**src/rtl/exec_mdu_ctrl_pkg.sv**
```systemverilog
// exec_mdu_ctrl_pkg: shared definitions for the iterative RV32M multiply/divide
// sequencer in the Execute stage.
//   XLEN_DEF / CNT_W_DEF : default operand width and iteration counter width
//   MD_*                 : funct3 encodings of the M-extension ops
//   mdState_t            : sequencer state (IDLE -> BUSY -> DONE -> IDLE)
package exec_mdu_ctrl_pkg;

  localparam int unsigned XLEN_DEF  = 32;
  localparam int unsigned CNT_W_DEF = 6;

  localparam logic [2:0] MD_MUL    = 3'd0;
  localparam logic [2:0] MD_MULH   = 3'd1;
  localparam logic [2:0] MD_MULHSU = 3'd2;
  localparam logic [2:0] MD_MULHU  = 3'd3;
  localparam logic [2:0] MD_DIV    = 3'd4;
  localparam logic [2:0] MD_DIVU   = 3'd5;
  localparam logic [2:0] MD_REM    = 3'd6;
  localparam logic [2:0] MD_REMU   = 3'd7;

  typedef enum logic [1:0] {
    S_IDLE = 2'd0,
    S_BUSY = 2'd1,
    S_DONE = 2'd2
  } mdState_t;

endpackage

```
**src/rtl/exec_mdu_ctrl_if.sv**
```systemverilog
// exec_mdu_ctrl_if: Execute-stage <-> multiply/divide unit signal bundle.
//   master : pipeline side, drives MDStartE/MDOpE/SrcAE/SrcBE/KillE,
//            observes StallMD/MDValidE/MDResultE/MDBusy
//   slave  : the MDU sequencer, the mirror image
interface exec_mdu_ctrl_if
  import exec_mdu_ctrl_pkg::*;
#(
  parameter int unsigned XLEN = XLEN_DEF
);

  logic            MDStartE;
  logic [2:0]      MDOpE;
  logic [XLEN-1:0] SrcAE;
  logic [XLEN-1:0] SrcBE;
  logic            KillE;
  logic            StallMD;
  logic            MDValidE;
  logic [XLEN-1:0] MDResultE;
  logic            MDBusy;

  modport master (
    output MDStartE, MDOpE, SrcAE, SrcBE, KillE,
    input  StallMD, MDValidE, MDResultE, MDBusy
  );

  modport slave (
    input  MDStartE, MDOpE, SrcAE, SrcBE, KillE,
    output StallMD, MDValidE, MDResultE, MDBusy
  );

endinterface

```
**src/rtl/exec_mdu_ctrl_step.sv**
```systemverilog
// mdu_iter_step: combinational single iteration of the MDU datapath.
//   isDiv    in  : 1 = restoring-division step, 0 = shift-add multiply step
//   hiIn     in  : multiply: upper product half / divide: partial remainder
//   loIn     in  : multiply: lower product half + remaining multiplier bits /
//                  divide: remaining dividend bits + quotient bits so far
//   operandB in  : multiplicand or divisor magnitude
//   hiOut/loOut  : register values after this iteration
module mdu_iter_step
  import exec_mdu_ctrl_pkg::*;
#(
  parameter int unsigned XLEN = XLEN_DEF
) (
  input  logic            isDiv,
  input  logic [XLEN-1:0] hiIn,
  input  logic [XLEN-1:0] loIn,
  input  logic [XLEN-1:0] operandB,
  output logic [XLEN-1:0] hiOut,
  output logic [XLEN-1:0] loOut
);

  logic [XLEN:0] sum;
  logic [XLEN:0] shifted;
  logic [XLEN:0] diff;

  always_comb begin
    sum     = '0;
    shifted = '0;
    diff    = '0;
    hiOut   = hiIn;
    loOut   = loIn;
    if (isDiv) begin
      // Remainder < divisor, so the shifted value fits in XLEN+1 bits and
      // the top bit of the difference is a clean borrow flag.
      shifted = {hiIn, loIn[XLEN-1]};
      diff    = shifted - {1'b0, operandB};
      if (!diff[XLEN]) begin
        hiOut = diff[XLEN-1:0];
        loOut = {loIn[XLEN-2:0], 1'b1};
      end else begin
        hiOut = shifted[XLEN-1:0];
        loOut = {loIn[XLEN-2:0], 1'b0};
      end
    end else begin
      sum   = {1'b0, hiIn} + (loIn[0] ? {1'b0, operandB} : '0);
      hiOut = sum[XLEN:1];
      loOut = {sum[0], loIn[XLEN-1:1]};
    end
  end

endmodule

```
**src/rtl/exec_mdu_ctrl.sv**
```systemverilog
// exec_mdu_ctrl: sequencer for the iterative RV32M multiply/divide unit in E.
//   clk  in : clock, rising edge
//   rst  in : synchronous reset, active-low
//   md      : slave side of exec_mdu_ctrl_if
//     MDStartE/MDOpE/SrcAE/SrcBE/KillE in ; StallMD/MDValidE/MDResultE/MDBusy out
// An accepted op runs one bit per cycle for XLEN cycles (1 cycle for the
// divide-by-zero / signed-overflow cases), then presents the result for one
// cycle in DONE. StallMD holds F/D/E while the op is in flight.
module exec_mdu_ctrl
  import exec_mdu_ctrl_pkg::*;
#(
  parameter int unsigned XLEN  = XLEN_DEF,
  parameter int unsigned CNT_W = CNT_W_DEF
) (
  input  logic          clk,
  input  logic          rst,
  exec_mdu_ctrl_if.slave md
);

  mdState_t         stateQ;
  logic [CNT_W-1:0] cntQ;
  logic [2:0]       opQ;
  logic             negQ;
  logic             specialQ;
  logic [XLEN-1:0]  hiQ;
  logic [XLEN-1:0]  loQ;
  logic [XLEN-1:0]  opBQ;
  logic [XLEN-1:0]  resultQ;

  // Accept-cycle decode
  logic            aSigned, bSigned, signA, signB;
  logic [XLEN-1:0] magA, magB;
  logic            negAcc;
  logic            divZero, divOvf;
  logic [XLEN-1:0] specialVal;

  always_comb begin
    aSigned = (md.MDOpE == MD_MULH) || (md.MDOpE == MD_MULHSU) ||
              (md.MDOpE == MD_DIV)  || (md.MDOpE == MD_REM);
    bSigned = (md.MDOpE == MD_MULH) || (md.MDOpE == MD_DIV) ||
              (md.MDOpE == MD_REM);
    signA   = aSigned & md.SrcAE[XLEN-1];
    signB   = bSigned & md.SrcBE[XLEN-1];
    magA    = signA ? -md.SrcAE : md.SrcAE;
    magB    = signB ? -md.SrcBE : md.SrcBE;
    // Remainder follows the dividend; everything else follows sign parity.
    negAcc  = (md.MDOpE == MD_REM) ? signA : (signA ^ signB);
    divZero = md.MDOpE[2] && (md.SrcBE == '0);
    divOvf  = ((md.MDOpE == MD_DIV) || (md.MDOpE == MD_REM)) &&
              (md.SrcAE == {1'b1, {(XLEN-1){1'b0}}}) && (md.SrcBE == '1);
    specialVal = '0;
    if (divZero)     specialVal = md.MDOpE[1] ? md.SrcAE : '1;
    else if (divOvf) specialVal = md.MDOpE[1] ? '0 : md.SrcAE;
  end

  // One datapath iteration and final sign fix-up
  logic [XLEN-1:0]   hiN, loN;
  logic [2*XLEN-1:0] prod, prodFix;
  logic [XLEN-1:0]   finalVal;

  mdu_iter_step #(.XLEN(XLEN)) uStep (
    .isDiv    (opQ[2]),
    .hiIn     (hiQ),
    .loIn     (loQ),
    .operandB (opBQ),
    .hiOut    (hiN),
    .loOut    (loN)
  );

  always_comb begin
    prod     = {hiN, loN};
    prodFix  = negQ ? -prod : prod;
    finalVal = '0;
    if (specialQ) begin
      finalVal = hiQ;
    end else begin
      case (opQ)
        MD_MUL:                     finalVal = prodFix[XLEN-1:0];
        MD_MULH, MD_MULHSU, MD_MULHU: finalVal = prodFix[2*XLEN-1:XLEN];
        MD_DIV, MD_DIVU:            finalVal = negQ ? -loN : loN;
        default:                    finalVal = negQ ? -hiN : hiN;
      endcase
    end
  end

  always_ff @(posedge clk) begin
    if (!rst) begin
      stateQ   <= S_IDLE;
      cntQ     <= '0;
      opQ      <= '0;
      negQ     <= 1'b0;
      specialQ <= 1'b0;
      hiQ      <= '0;
      loQ      <= '0;
      opBQ     <= '0;
      resultQ  <= '0;
    end else if (md.KillE) begin
      stateQ <= S_IDLE;
      cntQ   <= '0;
    end else begin
      case (stateQ)
        S_IDLE: begin
          if (md.MDStartE) begin
            opQ      <= md.MDOpE;
            negQ     <= negAcc;
            specialQ <= divZero | divOvf;
            // Special cases park their answer in hiQ and skip iteration.
            hiQ      <= (divZero | divOvf) ? specialVal : '0;
            loQ      <= magA;
            opBQ     <= magB;
            cntQ     <= (divZero | divOvf) ? CNT_W'(1) : CNT_W'(XLEN);
            stateQ   <= S_BUSY;
          end
        end
        S_BUSY: begin
          if (!specialQ) begin
            hiQ <= hiN;
            loQ <= loN;
          end
          if (cntQ != '0) cntQ <= cntQ - 1'b1;
          if (cntQ <= CNT_W'(1)) begin
            resultQ <= finalVal;
            stateQ  <= S_DONE;
          end
        end
        S_DONE:  stateQ <= S_IDLE;
        default: stateQ <= S_IDLE;
      endcase
    end
  end

  always_comb begin
    md.StallMD   = !md.KillE &&
                   (((stateQ == S_IDLE) && md.MDStartE) || (stateQ == S_BUSY));
    md.MDValidE  = (stateQ == S_DONE) && !md.KillE;
    md.MDResultE = md.MDValidE ? resultQ : '0;
    md.MDBusy    = (stateQ != S_IDLE);
  end

endmodule
```
**src/flat_wrapper.sv**
```systemverilog
// flat-port wrapper written by rule: the top's interface ports become plain ports
module exec_mdu_ctrl_flat import exec_mdu_ctrl_pkg::*;
#(
  parameter int unsigned XLEN  = XLEN_DEF,
  parameter int unsigned CNT_W = CNT_W_DEF
)
  (clk, rst, md_MDStartE, md_MDOpE, md_SrcAE, md_SrcBE, md_KillE, md_StallMD, md_MDValidE, md_MDResultE, md_MDBusy);
  exec_mdu_ctrl_if #(.XLEN(XLEN)) md_i ();
  input  logic clk;
  input  logic rst;
  input wire logic [$bits(md_i.MDStartE)-1:0] md_MDStartE;
  input wire logic [$bits(md_i.MDOpE)-1:0] md_MDOpE;
  input wire logic [$bits(md_i.SrcAE)-1:0] md_SrcAE;
  input wire logic [$bits(md_i.SrcBE)-1:0] md_SrcBE;
  input wire logic [$bits(md_i.KillE)-1:0] md_KillE;
  output wire logic [$bits(md_i.StallMD)-1:0] md_StallMD;
  output wire logic [$bits(md_i.MDValidE)-1:0] md_MDValidE;
  output wire logic [$bits(md_i.MDResultE)-1:0] md_MDResultE;
  output wire logic [$bits(md_i.MDBusy)-1:0] md_MDBusy;
  assign md_i.MDStartE = md_MDStartE;
  assign md_i.MDOpE = md_MDOpE;
  assign md_i.SrcAE = md_SrcAE;
  assign md_i.SrcBE = md_SrcBE;
  assign md_i.KillE = md_KillE;
  assign md_StallMD = md_i.StallMD;
  assign md_MDValidE = md_i.MDValidE;
  assign md_MDResultE = md_i.MDResultE;
  assign md_MDBusy = md_i.MDBusy;
  exec_mdu_ctrl #(.XLEN(XLEN), .CNT_W(CNT_W)) u_core (.clk(clk), .rst(rst), .md(md_i));
endmodule
```
**config.mk**
```make
export PLATFORM = sky130hd
export DESIGN_NAME = exec_mdu_ctrl_flat
export DESIGN_NICKNAME = d
export VERILOG_FILES = /design/src/rtl/exec_mdu_ctrl_pkg.sv /design/src/rtl/exec_mdu_ctrl_if.sv /design/src/rtl/exec_mdu_ctrl_step.sv /design/src/rtl/exec_mdu_ctrl.sv /design/src/flat_wrapper.sv
export SDC_FILE = /design/constraint.sdc
export NUM_CORES = 1
export LEC_CHECK = 0
export BUFFER_PORTS_ARGS = -buffer_cell sky130_fd_sc_hd__buf_2
export CORE_ASPECT_RATIO = 0.5
export CORE_UTILIZATION = 40
export CTS_CLUSTER_SIZE = 14
export DETAILED_ROUTE_END_ITERATION = 7
export PLACE_DENSITY_LB_ADDON = 0.12
export SLEW_MARGIN = 0
export SYNTH_ARGS = -nofsm -noshare
export SYNTH_HDL_FRONTEND = slang
export SYNTH_SLANG_ARGS = --single-unit
```
**constraint.sdc**
```tcl
create_clock -name clk -period 6.45 [get_ports clk]
set_input_delay 1.29 -clock clk [delete_from_list [all_inputs] [get_ports clk]]
set_output_delay 1.29 -clock clk [all_outputs]
set_load 0.02 [all_outputs]
```
==> run_results.csv <==
group,metric,value,unit
route,ant_nets,0,
timing,setup_tns,0,ns
critical_path,required,6.79,ns
pwr,ir_worst_vdd,0.206,mV
cts,cts_hold_buf,0,
cts,cts_tree,"done",
synthesis,syn-num-nets,2351,
status,status,"complete, no violations",
critical_path,arrival,6.46,ns
synthesis,yosysSeqAreaShare,18.3,%
finish,register_area,2830,um^2
floorplanning,rows,50,
floorplanning,boundaryPins,106,
cts,cts_buffer_depth,2,
synthesis,syn_area_per_cell,6.99,um^2
route,routed_via_density,6.27,
cts,clkTransAtPathRegs,0.07,ns
timing,slew_violations,0,
synthesis,synthTopCellsByArea,"dfxtp_1 (18%), a21oi_1 (7.6%), ha_1 (5.8%)",
timing,rsz0062_at_grt,"false",
pwr,fin_total_pwr,4.00,mW
place,place_area,16500,um^2
route,drt_pass1_iterations,6,
cts,clk_root_buffer_cell,"clkbuf_16",
synthesis,ys_seq_elements,141,
pwr,power_leakage,6.90,nW
synthesis,synthDistinctLibCells,85,
pwr,power_density,233,nW/um^2
cts,cts_inserted_buffers,17,
floorplanning,die_width,280,um
synthesis,synth_edf_count,0,
place,dp.cells,2745,
cts,clkLatencyLatePin,0.47,ns
floorplanning,die_area,39400,um^2
cts,cts_resized,0,
synthesis,synth-async-reset-ratio,0,%
cts,cts.sinks,141,
global_routing,grt_pass1_wl,100000,um
global_routing,grt_usage,33.8,%
global_routing,antenna_found_initial,4,
global_routing,grt_pass1_vias,15700,
hold_path,worstHoldPathType,"reg2reg",
timing,min_period_over_period,94.9,%
synthesis,synth_cells,2206,
finish,fillers,4007,
critical_path,startpoint_type,"flop",
floorplanning,initial_core_util,40.9,%
finish,drive_gt1_share,11.4,%
route,drt_iter0_markers,2377,
run,drv_cap,0,
place,portBuffers,105,
route,drc,0,
synthesis,yosys.area.top_type,"dfxtp_1",
floorplanning,die_h,141,um
cts,cts.htree.levels,4,
finish,multi_input_area,11900,um^2
timing,fmax,0.163,GHz
critical_path,cp-end-kind,"flop",
route,detail_route.wl_per_cell,24.2,um
floorplanning,core_region_area,37700,um^2
place,place.gp.congestion,0.975,
timing,finalSetupViolations,0,
timing,relSlewSlack,22.9,%
timing,finalHoldViolations,0,
place,hpwl,51200,um
timing,worst_pin_slew,1.15,ns
finish,area_growth,11.1,%
critical_path,cp_max_fo,20,
route,wl,67300,um
synthesis,ys_dominant_reg_cell,"dfxtp_1",
finish,fin_area,17100,um^2
synthesis,ys_warn_count,0,
finish,nNetsFinal,2389,
synthesis,syn_area,15400,um^2
finish,finalNonFillerCells,2778,
synthesis,synth_top_area_share,18.3,%
timing,min_period,6.12,ns
timing,clock-skew-final,0.0138,ns
cts,post-cts-setup-buffers,0,
global_routing,grt_max_degree,87,
global_routing,gr-total-overflow,0,
critical_path,path_class,"reg2reg",
route,num_vias,17400,
cells by family (layout without fill, tap and decap cells):
logic type / count (synthesis) / count (layout) / share of synthesized area (%)
xor+xnor: 152 / 152 / 8.64
buf+inv: 211 / 262 / 5.26
simple gates: 785 / 785 / 24.8
flops: 141 / 141 / 18.3
fa+ha+maj: 74 / 74 / 6.10
other cells: 0 / 1 / 0
compound gates: 799 / 799 / 33.9
mux: 44 / 44 / 3.01
registers in the layout (all words and copies together) (netlist names):
register         count
u_core.cntQ          6
u_core.resultQ      32
u_core.negQ          1
u_core.stateQ        2
u_core.opQ           3
u_core.loQ          32
u_core.opBQ         32
u_core.hiQ          32
u_core.specialQ      1
per-layer routing:
layer	vias to the layer above	global-route usage [%]	wire, um
met5	-	0	26
met4	4	6.04	1010
met3	79	11.4	8200
met2	890	46.0	26000
met1	8274	50.5	32100
li1	8162	-	-
through the flow:
stage	utilization [%]	worst slack, ns	hold WS [ns]
after floorplan	-	1.60	0.430
after global placement	43.9	0.681	0.445
after detailed placement	43.9	0.510	0.446
after CTS	45.5	0.472	0.453
after global routing	45.5	0.00404	0.473
final	45.5	0.326	0.451
layout by cell type, fill, tap and decap left out, drive strengths merged, types with 38 or more instances in the layout:
cell    count
inv        70
a21oi     235
o21ai     192
nor2      189
nor3       60
o211ai     55
dfxtp     141
ha         72
buf       162
and2       79
xor2       71
nand2     234
xnor2      81
or3        38
nand3      39
synth_stat cells, types with 8 or more instances:
| library cell | n |
|---|---|
| ha_1 | 72 |
| buf_2 | 15 |
| o21ai_0 | 172 |
| nand2b_1 | 11 |
| o211a_1 | 36 |
| a21oi_1 | 234 |
| nor2b_1 | 29 |
| mux2i_1 | 25 |
| xnor2_1 | 81 |
| a31oi_1 | 21 |
| xor2_1 | 71 |
| or4_1 | 8 |
| or3_1 | 38 |
| o211ai_1 | 54 |
| and2_1 | 79 |
| o31ai_1 | 28 |
| o22ai_1 | 9 |
| nand3_1 | 39 |
| inv_1 | 68 |
| a21boi_0 | 31 |
| mux2_2 | 19 |
| nor4_1 | 21 |
| and3_1 | 17 |
| clkbuf_1 | 115 |
| nor2_1 | 189 |
| a211oi_1 | 31 |
| nand4_1 | 31 |
| dfxtp_1 | 141 |
| o22a_1 | 14 |
| o21ai_1 | 19 |
| nand2_1 | 233 |
| a21o_1 | 25 |
| o41ai_1 | 10 |
| nor3_1 | 58 |
| buf_1 | 13 |
| o21a_1 | 21 |
power by group:
group | leakage (nW) | switching [mW] | internal [mW]
Combinational | 5.45 | 1.26 | 0.646
Sequential | 1.15 | 0.102 | 0.936
Clock | 0.292 | 0.450 | 0.601
worst paths after layout:
| kind | startpoint | to | slack [ns] | depth (start not counted) |
|---|---|---|---|---|
| setup / recovery | u_core.hiQ[18] | u_core.resultQ[18] | 0.33 | 22 |
| hold / removal | u_core.resultQ[5] | u_core.resultQ[5] | 0.45 | 2 |
| setup reg to reg | u_core.hiQ[18] | u_core.resultQ[18] | 0.33 | 22 |
| hold reg to reg | u_core.resultQ[5] | u_core.resultQ[5] | 0.45 | 2 |
worst max-delay path: stages (launching register included):
cell and delay (ns):
dfxtp_1 0.51, ha_1 0.38, a21oi_1 0.22, o21ai_1 0.15
a211o_1 0.39, a221o_1 0.44, o21ai_2 0.20, buf_4 0.27
and3_1 0.22, o31a_1 0.25, ha_1 0.33, nand2_1 0.11
nor2_1 0.12, o21ai_0 0.12, or3_1 0.33, nor3_1 0.17
a211oi_1 0.16, o41ai_4 0.56, nand2_1 0.24, a21oi_1 0.21
a21oi_1 0.08, a2111oi_0 0.43, o21ai_1 0.12
layout make-up:
cell class	count	share of cell area, %
sequential	141	16.5
inverter	68	1.49
timing repair buffer	162	5.58
clock buffer	23	2.79
antenna	1	0.0146
tap	520	3.80
clock inverter	9	0.628
multi-input combinational	1854	69.2
Power figures use the tool's default switching activity.
